### config.mk
export PLATFORM = sky130hd
export DESIGN_NAME = branch_predict_ctrl
export DESIGN_NICKNAME = d
export VERILOG_FILES = /design/src/rtl/branch_predict_ctrl.sv
export SDC_FILE = /design/constraint.sdc
export NUM_CORES = 1
export LEC_CHECK = 0
export ABC_AREA = 0
export CAP_MARGIN = 30
export CORE_UTILIZATION = 55
export CTS_CLUSTER_SIZE = 24
export DETAILED_ROUTE_END_ITERATION = 10
export PLACE_DENSITY = 0.75
export SETUP_SLACK_MARGIN = 0.15
export SKIP_CTS_REPAIR_TIMING = 1
export SYNTH_ARGS = -nofsm -noshare
export SYNTH_HDL_FRONTEND = slang
export SYNTH_SLANG_ARGS = --single-unit
### constraint.sdc
create_clock -name clk -period 7.35 [get_ports clk]
set_clock_uncertainty 0.1 [all_clocks]
set_input_delay 1.47 -clock clk [delete_from_list [all_inputs] [get_ports clk]]
set_output_delay 1.47 -clock clk [all_outputs]
set_load 0.005 [all_outputs]
### src/rtl/branch_predict_ctrl.sv
// Fetch-stage BTB predictor (direct-mapped, 2-bit counters) and execute-stage redirect/update control.
// Optional build macro BP_STATS_EN adds saturating resolved-branch and mispredict counters.
module branch_predict_ctrl #(
    parameter int unsigned XLEN  = 32,
    parameter int unsigned IDX_W = 4
) (
    input  logic            clk,
    input  logic            rst,
    input  logic [XLEN-1:0] PCF,
    output logic            PredTakenF,
    output logic [XLEN-1:0] PredTargetF,
    output logic            InitBusy,
    input  logic            BranchE,
    input  logic            JumpE,
    input  logic            JalrE,
    input  logic [1:0]      PCSrcE,
    input  logic [XLEN-1:0] PCE,
    input  logic [XLEN-1:0] PCTargetE,
    input  logic [XLEN-1:0] ALUResultE,
    input  logic            PredTakenE,
    input  logic [XLEN-1:0] PredTargetE,
    output logic            RedirectE,
    output logic [XLEN-1:0] RedirectPCE,
    output logic            FlushD,
    output logic            FlushE,
    output logic [31:0]     BrCount,
    output logic [31:0]     MissCount
);

    localparam int unsigned DEPTH = 2 ** IDX_W;
    localparam int unsigned TAG_W = XLEN - IDX_W - 2;

    localparam logic [0:0] S_INIT = 1'b0;
    localparam logic [0:0] S_RUN  = 1'b1;

    logic [0:0]       state_q, state_d;
    logic [IDX_W-1:0] idx_q, idx_d;

    logic             valid_q  [DEPTH];
    logic             valid_d  [DEPTH];
    logic [TAG_W-1:0] tag_q    [DEPTH];
    logic [TAG_W-1:0] tag_d    [DEPTH];
    logic [XLEN-1:0]  target_q [DEPTH];
    logic [XLEN-1:0]  target_d [DEPTH];
    logic [1:0]       ctr_q    [DEPTH];
    logic [1:0]       ctr_d    [DEPTH];

    logic             run;
    logic [IDX_W-1:0] f_idx, e_idx;
    logic [TAG_W-1:0] f_tag, e_tag;
    logic             f_hit, e_hit;
    logic             cf_active;
    logic             taken;
    logic [XLEN-1:0]  tgt;

    // PC bits [1:0] never select an entry and bit 0 of the jalr sum is always cleared.
    logic unused_pc_bits;
    assign unused_pc_bits = ^{PCF[1:0], PCE[1:0], ALUResultE[0]};

    assign run      = (state_q == S_RUN);
    assign InitBusy = (state_q == S_INIT);

    assign f_idx = PCF[IDX_W+1:2];
    assign f_tag = PCF[XLEN-1:IDX_W+2];
    assign e_idx = PCE[IDX_W+1:2];
    assign e_tag = PCE[XLEN-1:IDX_W+2];

    assign f_hit = valid_q[f_idx] && (tag_q[f_idx] == f_tag);
    assign e_hit = valid_q[e_idx] && (tag_q[e_idx] == e_tag);

    always_comb begin
        PredTakenF  = run && f_hit && ctr_q[f_idx][1];
        PredTargetF = PredTakenF ? target_q[f_idx] : '0;
    end

    assign cf_active = run && (BranchE || JumpE || JalrE);
    assign taken     = (PCSrcE != 2'b00);
    assign tgt       = JalrE ? {ALUResultE[XLEN-1:1], 1'b0} : PCTargetE;

    always_comb begin
        RedirectE   = cf_active && ((PredTakenE != taken) || (taken && (PredTargetE != tgt)));
        RedirectPCE = '0;
        if (RedirectE) begin
            RedirectPCE = taken ? tgt : (PCE + XLEN'(4));
        end
    end

    assign FlushD = RedirectE;
    assign FlushE = RedirectE;

    always_comb begin
        state_d  = state_q;
        idx_d    = idx_q;
        valid_d  = valid_q;
        tag_d    = tag_q;
        target_d = target_q;
        ctr_d    = ctr_q;
        if (state_q == S_INIT) begin
            valid_d[idx_q] = 1'b0;
            idx_d          = idx_q + IDX_W'(1);
            if (idx_q == '1) begin
                state_d = S_RUN;
            end
        end else if (cf_active) begin
            // jalr takes priority and never touches the table.
            if (JumpE && !JalrE) begin
                valid_d[e_idx]  = 1'b1;
                tag_d[e_idx]    = e_tag;
                target_d[e_idx] = tgt;
                ctr_d[e_idx]    = 2'b11;
            end else if (BranchE && !JalrE && !JumpE) begin
                if (e_hit) begin
                    if (taken) begin
                        target_d[e_idx] = tgt;
                        if (ctr_q[e_idx] != 2'b11) begin
                            ctr_d[e_idx] = ctr_q[e_idx] + 2'd1;
                        end
                    end else if (ctr_q[e_idx] != 2'b00) begin
                        ctr_d[e_idx] = ctr_q[e_idx] - 2'd1;
                    end
                end else if (taken) begin
                    valid_d[e_idx]  = 1'b1;
                    tag_d[e_idx]    = e_tag;
                    target_d[e_idx] = tgt;
                    ctr_d[e_idx]    = 2'b10;
                end
            end
        end
    end

    // Reset wins over any pending update; stale entries are wiped by the INIT sweep.
    always_ff @(posedge clk) begin
        if (rst) begin
            state_q <= S_INIT;
            idx_q   <= '0;
        end else begin
            state_q  <= state_d;
            idx_q    <= idx_d;
            valid_q  <= valid_d;
            tag_q    <= tag_d;
            target_q <= target_d;
            ctr_q    <= ctr_d;
        end
    end

`ifdef BP_STATS_EN
    logic [31:0] br_count_q, br_count_d;
    logic [31:0] miss_count_q, miss_count_d;

    always_comb begin
        br_count_d   = br_count_q;
        miss_count_d = miss_count_q;
        if (cf_active && (br_count_q != '1)) begin
            br_count_d = br_count_q + 32'd1;
        end
        if (RedirectE && (miss_count_q != '1)) begin
            miss_count_d = miss_count_q + 32'd1;
        end
    end

    always_ff @(posedge clk) begin
        if (rst) begin
            br_count_q   <= '0;
            miss_count_q <= '0;
        end else begin
            br_count_q   <= br_count_d;
            miss_count_q <= miss_count_d;
        end
    end

    assign BrCount   = br_count_q;
    assign MissCount = miss_count_q;
`else
    assign BrCount   = '0;
    assign MissCount = '0;
`endif

endmodule
==> impl_summary.log, run 1 <==
INFO  metric maxSlewViolCount = 0
INFO  metric cp_slowest_cell = sky130_fd_sc_hd__buf_2
INFO  metric design.die.area = 83800 um^2
INFO  metric cts.root.buffer_cell = sky130_fd_sc_hd__clkbuf_16
INFO  metric antenna_found_initial = 4
INFO  metric tritoncts = done
INFO  metric n_antenna_cell = 0
INFO  metric route.final.wire_length = 137 mm
INFO  metric final_min_period_over_clock_period = 0.950
INFO  metric power.ir.vdd_worst = around 0.33 mV
INFO  metric proportion_of_synthesized_chip_area_in_sequential_cells = 0.647
INFO  metric outcome = finished clean
INFO  metric post_synth_num_cell_types = between 70 and 80
INFO  metric drt-initial-drc-count = between 3000 and 4000
INFO  metric critical_path.top_delay_family = buffers and inverters
INFO  metric total_switching_power = 2.83 mW
INFO  metric synthesis_to_layout_area_growth = 16.4%
INFO  metric timing.final.crit_period = about 7000 ps
INFO  metric worstMarginPinSlew = 1050 ps
INFO  metric grtUsageTotal = 0.327
INFO  metric finalNetCount = about 3100
INFO  metric internal_portion_of_total_power = 9.46 mW
INFO  metric die_width = a little under 300 um
INFO  metric global_route.overflow_total = 0
INFO  metric power_frac_comb = 0.086
INFO  metric drc_errors = 0
INFO  metric timing.critical_path.slowest_cell_delay = roughly 680 ps
INFO  metric power-per-cell-area = 232 nW/um^2
INFO  metric critical_path_fanout_max = 31
INFO  metric finalHoldViolations = 0
INFO  metric dp_cells = 3848
INFO  metric setup_ws = about 370 ps
INFO  metric grt_max_degree = ~140
INFO  metric worstSkewPairLatency = between 600 and 700 ps
INFO  metric yosys_register_bits = 981
INFO  metric cp_cell_sequence = buf_2, mux2i_1, xnor2_1, nor4_1, nand4_1, nand3_2, buf_4, a211oi_1, buf_4, clkdlybuf4s50_1
INFO  metric clock_power_share = 0.410
INFO  metric worst_hold_path_type = reg2reg
INFO  metric initial_core_util = 0.555
INFO  metric cts_sinks = slightly below 1000
INFO  metric critical_path.endpoint_type = output pin
INFO  metric mappedNetlistArea = 45500 um^2
INFO  metric ctsHtreeMaxLevel = 3
INFO  metric grt_pass1_vias = between 20000 and 30000
INFO  metric synth_edf_count = roughly 1000
INFO  metric clk_pin_slew = 70 ps
INFO  metric most_frequent_cells_in_the_layout = sky130_fd_sc_hd__edfxtp_1, sky130_fd_sc_hd__mux4_2, sky130_fd_sc_hd__clkdlybuf4s50_1
INFO  metric async_reset_ff_frac = 0
INFO  metric drt-pass1-iter-count = 6
INFO  metric gpl.final_weighted_congestion = between 0.9 and 1
INFO  metric yosysWarnings = 0
INFO  metric fill_cell_instance_count_of_the_final_layout = 5485
INFO  metric p_leak = 17.1 nW
INFO  metric io_buffer_count = ~230
INFO  metric io_pins = 301
INFO  metric cts_made_buffers = between 90 and 100
INFO  metric vias = roughly 28000
INFO  metric setup-violations-final = 0
INFO  metric commonest_non_fill_non_tap_cell_in_the_layout = sky130_fd_sc_hd__edfxtp_1
INFO  metric p_sw_frac = 0.231
INFO  metric max_freq = roughly 140 MHz
INFO  metric syn_inst = about 2600
INFO  metric dp_hpwl = a little under 90 mm
INFO  metric drt.antenna.violating_nets = 0
INFO  metric final_util = 0.646
INFO  metric critical_path.n_buffers_inverters = 4
INFO  metric slew-limit-headroom = 0.298
INFO  metric drt-wirelength-per-cell = between 30 and 40 um
INFO  metric clock_path_buffers = 3
INFO  metric seq_power_share = 0.504
INFO  metric die_height = a little under 300 um
INFO  metric required = 5780 ps
INFO  metric dp_slack = ~140 ps
INFO  metric finalNonFillerCells = between 4000 and 5000
INFO  metric mean_syn_cell_area = between 15 and 20 um^2
INFO  metric drive_above_1_share = 0.254
INFO  metric setup.worst_path.class = in2out
INFO  metric cp-start-kind = input pin
INFO  metric fp-row-count = around 110
INFO  metric core_area = approximately 82000 um^2
INFO  metric synth_flop_cell = sky130_fd_sc_hd__edfxtp_1
INFO  metric post_drt_via_cell_ratio = between 6 and 7
INFO  metric cp_common_cell = sky130_fd_sc_hd__buf_4
INFO  metric critical_path_arrival = between 5000 and 6000 ps
INFO  metric drv.max_cap_violation_count = 0
INFO  metric first_pass_grt_wire_length = 192 mm
INFO  metric rsz_0062_raised_after_global_routing = false
INFO  metric finalSetupTns = 0 ps
-- stage by stage --
step	hold WS, ps	instance area [um^2]	power, mW
final	525	53000	12.3
after detailed placement	504	49700	7.34
after global placement	447	49700	7.32
after global routing	550	53000	12.6
after floorplan	439	45700	6.94
after CTS	521	52900	12.3
-- path summary, 6_finish.rpt --
path,endpoint,depth (start not counted),slack [ps],from
worst min-delay path,ctr_q[24],2,520,ctr_q[24]
worst min register to register,ctr_q[24],2,520,ctr_q[24]
worst max-delay path,RedirectPCE[27],10,370,JalrE
worst max register to register,tag_q[122],11,3370,tag_q[144]
-- cells by family (layout without fill, tap and decap cells) --
kind of cell,after synthesis,after routing,synth area share
compound gates,245,245,0.0382
xor+xnor,109,109,0.0210
fa+ha+maj,10,10,0.00275
buf+inv,259,582,0.0312
flops,981,981,0.647
mux,520,520,0.213
other cells,1,64,0.0000825
simple gates,451,451,0.0469
-- cell usage after synthesis (17+ instances only) --
cell type	n	share of area
sky130_fd_sc_hd__buf_2	53	0.0058
sky130_fd_sc_hd__buf_4	88	0.015
sky130_fd_sc_hd__nand4_1	22	0.0030
sky130_fd_sc_hd__o21ai_0	26	0.0029
sky130_fd_sc_hd__a21oi_1	48	0.0053
sky130_fd_sc_hd__mux4_2	354	0.18
sky130_fd_sc_hd__xor2_1	49	0.0094
sky130_fd_sc_hd__a211oi_1	34	0.0056
sky130_fd_sc_hd__o2bb2ai_1	17	0.0033
sky130_fd_sc_hd__nand2_1	131	0.011
sky130_fd_sc_hd__nor2_1	126	0.010
sky130_fd_sc_hd__nor3_1	27	0.0030
sky130_fd_sc_hd__xnor2_1	60	0.012
sky130_fd_sc_hd__a22oi_1	30	0.0050
sky130_fd_sc_hd__mux2i_1	115	0.025
sky130_fd_sc_hd__nor2b_1	48	0.0066
sky130_fd_sc_hd__nand3_1	35	0.0039
sky130_fd_sc_hd__clkbuf_1	76	0.0063
sky130_fd_sc_hd__mux2_2	50	0.012
sky130_fd_sc_hd__edfxtp_1	976	0.64
sky130_fd_sc_hd__inv_1	26	0.0021
-- final cells by class --
class | instances | area (um^2) | share of cell area
flip-flops and latches | 981 | 29400 | 0.555
multi-input cells | 1399 | 15100 | 0.285
repair buffers | 373 | 3750 | 0.0708
clock buffers | 120 | 2580 | 0.0487
well taps | 1070 | 1340 | 0.0253
clock inverters | 63 | 666 | 0.0126
inverters | 26 | 97.6 | 0.00184
-- sequential cells by signal, indices dropped and copies added, names as in the netlist --
name,flops
valid_q,16
idx_q,4
run,1
target_q,512
tag_q,416
ctr_q,32
-- routing by layer --
layer,track usage,vias to the layer above,share of wire
met2,0.515,2070,0.47
li1,-,11000,-
met1,0.434,14200,0.35
met5,0,-,0.00012
met3,0.0809,363,0.12
met4,0.149,2,0.048
-- tightest hold or removal path: cells and delay by family (launching register included) --
kind,cells,cell delay [ps]
compound gates,1,120
flops,1,340
simple gates,1,50
-- power by group through the flow --
stage | clock network [mW] | registers, mW | logic [mW]
floorplan | 0 | 6.31 | 0.636
global placement | 0 | 6.31 | 1.01
detailed placement | 0 | 6.31 | 1.03
CTS | 5.06 | 6.19 | 1.04
global route | 5.26 | 6.19 | 1.11
finish | 5.04 | 6.19 | 1.06
Power figures use the tool's default switching activity.
==> inputs of run 2 (changes only) <==
--- a/config.mk
+++ b/config.mk
@@ -8,7 +8,6 @@
 export ABC_AREA = 0
 export CAP_MARGIN = 30
 export CORE_UTILIZATION = 55
-export CTS_CLUSTER_SIZE = 24
 export DETAILED_ROUTE_END_ITERATION = 10
 export PLACE_DENSITY = 0.75
 export SETUP_SLACK_MARGIN = 0.15
==> impl_summary.log, run 2 (synthesis gave the netlist of run 1 again) <==
INFO  metric worst_r2r_startpoint = tag_q[118]
INFO  metric most_frequent_cells_in_the_layout = sky130_fd_sc_hd__edfxtp_1, sky130_fd_sc_hd__mux4_2, sky130_fd_sc_hd__clkdlybuf4s50_1
INFO  metric drt-wirelength-per-cell = ~34 um
INFO  metric drive_above_1_share = 0.254
INFO  metric fp-row-count = 105
INFO  metric slew-limit-headroom = 0.309
INFO  metric grtUsageTotal = 0.327
INFO  metric worstSkewPairLatency = approximately 690 ps
INFO  metric synthesis_to_layout_area_growth = 16.4%
INFO  metric total_switching_power = roughly 2.8 mW
INFO  metric worst-r2r-setup-slack = around 3300 ps
INFO  metric top_usage_layer = met2
INFO  metric grt_pass1_vias = ~27000
INFO  metric worst_hold_path_type = reg2reg
INFO  metric largest_register_ff_count = 512
INFO  metric antenna_found_initial = 4
INFO  metric route.final.wire_length = approximately 140 mm
INFO  metric finalNetCount = 3058
INFO  metric die_width = between 200 and 300 um
INFO  metric cp-start-kind = input pin
INFO  metric critical_path.top_delay_family = buffers and inverters
INFO  metric worstMarginPinSlew = a little over 1000 ps
INFO  metric grtUsageMet2 = 0.512
INFO  metric tritoncts = done
INFO  metric commonest_non_fill_non_tap_cell_in_the_layout = sky130_fd_sc_hd__edfxtp_1
INFO  metric io_pins = ~300
INFO  metric reg2reg_to = tag_q[122]
INFO  metric power-per-cell-area = 231 nW/um^2
INFO  metric clock_path_buffers = 3
INFO  metric power_frac_comb = 0.086
INFO  metric vias = roughly 27000
INFO  metric grt_max_degree = 139
INFO  metric clk_pin_slew = 60 ps
INFO  metric rsz_0062_raised_after_global_routing = false
INFO  metric io_buffer_count = around 230
INFO  metric finalSetupTns = 0 ps
INFO  metric timing.final.crit_period = 7020 ps
INFO  metric final_min_period_over_clock_period = 0.956
INFO  metric design.die.area = between 80000 and 90000 um^2
INFO  metric global_route.overflow_total = 0
INFO  metric core_area = around 82000 um^2
INFO  metric max_freq = between 100 and 150 MHz
INFO  metric n_antenna_cell = 0
INFO  metric setup.worst_path.class = in2out
INFO  metric die_height = between 200 and 300 um
INFO  metric seq_power_share = 0.505
INFO  metric drv.max_cap_violation_count = 0
INFO  metric cp_cell_sequence = buf_2, mux2i_1, xnor2_1, nor4_1, nand4_1, nand3_2, buf_4, a211oi_1, clkdlybuf4s50_1
INFO  metric p_leak = around 17 nW
INFO  metric drc_errors = 0
INFO  metric required = around 5800 ps
INFO  metric grt_util_met1 = 0.435
INFO  metric drt-initial-drc-count = roughly 3700
INFO  metric power.ir.vdd_worst = 0.329 mV
INFO  metric reg2reg_depth = 11
INFO  metric finalHoldViolations = 0
INFO  metric drt-pass1-iter-count = 6
INFO  metric maxSlewViolCount = 0
INFO  metric critical_path.endpoint_type = output pin
INFO  metric globalRouteMet3Util = 0.0807
INFO  metric clock_power_share = 0.408
INFO  metric dp_slack = about 140 ps
INFO  metric final_util = 0.646
INFO  metric setup-violations-final = 0
INFO  metric drt.antenna.violating_nets = 0
INFO  metric critical_path_fanout_max = 31
INFO  metric critical_path_arrival = 5450 ps
INFO  metric internal_portion_of_total_power = ~9.4 mW
INFO  metric regMostFlops = target_q
INFO  metric p_sw_frac = 0.231
INFO  metric setup_ws = 325 ps
INFO  metric cp-startpoint = JalrE
INFO  metric cts_sinks = approximately 980
INFO  metric worstSetupPathDepth = 9
INFO  metric initial_core_util = 0.555
INFO  metric fill_cell_instance_count_of_the_final_layout = ~5500
INFO  metric timing.critical_path.slowest_cell_delay = roughly 670 ps
INFO  metric reg.largest.list = target_q: 512 flops, tag_q: 416 flops, ctr_q: 32 flops
INFO  metric ctsHtreeMaxLevel = 3
INFO  metric cts.root.buffer_cell = sky130_fd_sc_hd__clkbuf_16
INFO  metric post_drt_via_cell_ratio = between 6 and 7
INFO  metric outcome = finished clean
INFO  metric whs = between 500 and 600 ps
INFO  metric gpl.final_weighted_congestion = slightly below 1
INFO  metric critical_path.n_buffers_inverters = 3
INFO  metric cp_slowest_cell = sky130_fd_sc_hd__buf_2
INFO  metric dp_hpwl = between 80 and 90 mm
INFO  metric cts_made_buffers = 99
INFO  metric first_pass_grt_wire_length = about 190 mm
INFO  metric endpoint = RedirectPCE[22]
## run 2: tightest hold or removal path, cell delays in order, from the launching register on
cell and delay (ps):
sky130_fd_sc_hd__dfxtp_1 370, sky130_fd_sc_hd__xor2_1 170, sky130_fd_sc_hd__nor2_1 50
## run 2: cell type report
type,instances,area [um^2],share of cell area
Sequential cell,981,29400,0.556
Multi-Input combinational cell,1399,15100,0.286
Timing Repair Buffer,373,3750,0.0709
Clock buffer,120,2580,0.0487
Tap cell,1070,1340,0.0253
Clock inverter,62,639,0.0121
Inverter,26,97.6,0.00184
## run 2: worst min-delay path by stage
stage	startpoint	endpoint	slack, ps	depth (start not counted)
6_report	idx_q[0]	idx_q[0]	530	2
5_1_grt	idx_q[1]	idx_q[1]	550	2
4_1_cts	idx_q[0]	idx_q[0]	520	2
3_5_place_dp	idx_q[3]	run	500	2
3_3_place_gp	idx_q[1]	idx_q[1]	450	2
2_1_floorplan	idx_q[1]	idx_q[1]	440	2
## run 2: power groups by stage
stage / clock network (mW) / registers [mW] / logic [mW]
final: 5.00 / 6.19 / 1.06
after detailed placement: 0 / 6.31 / 1.03
after CTS: 5.02 / 6.19 / 1.04
after global placement: 0 / 6.31 / 1.01
after global routing: 5.22 / 6.19 / 1.11
after floorplan: 0 / 6.31 / 0.636
## run 2: metrics by stage
| stage | power [mW] | std cells | cell area [um^2] |
|---|---|---|---|
| floorplan | 6.94 | 2639 | 45700 |
| global placement | 7.32 | 3847 | 49700 |
| detailed placement | 7.34 | 3848 | 49700 |
| CTS | 12.3 | 4030 | 52900 |
| global route | 12.5 | 4031 | 52900 |
| finish | 12.3 | 4031 | 52900 |
## run 2: per-layer routing
metal	share of wire	up-vias
li1	-	11000
met1	0.35	14000
met2	0.47	2091
met3	0.13	363
met4	0.047	2
met5	0.00012	-
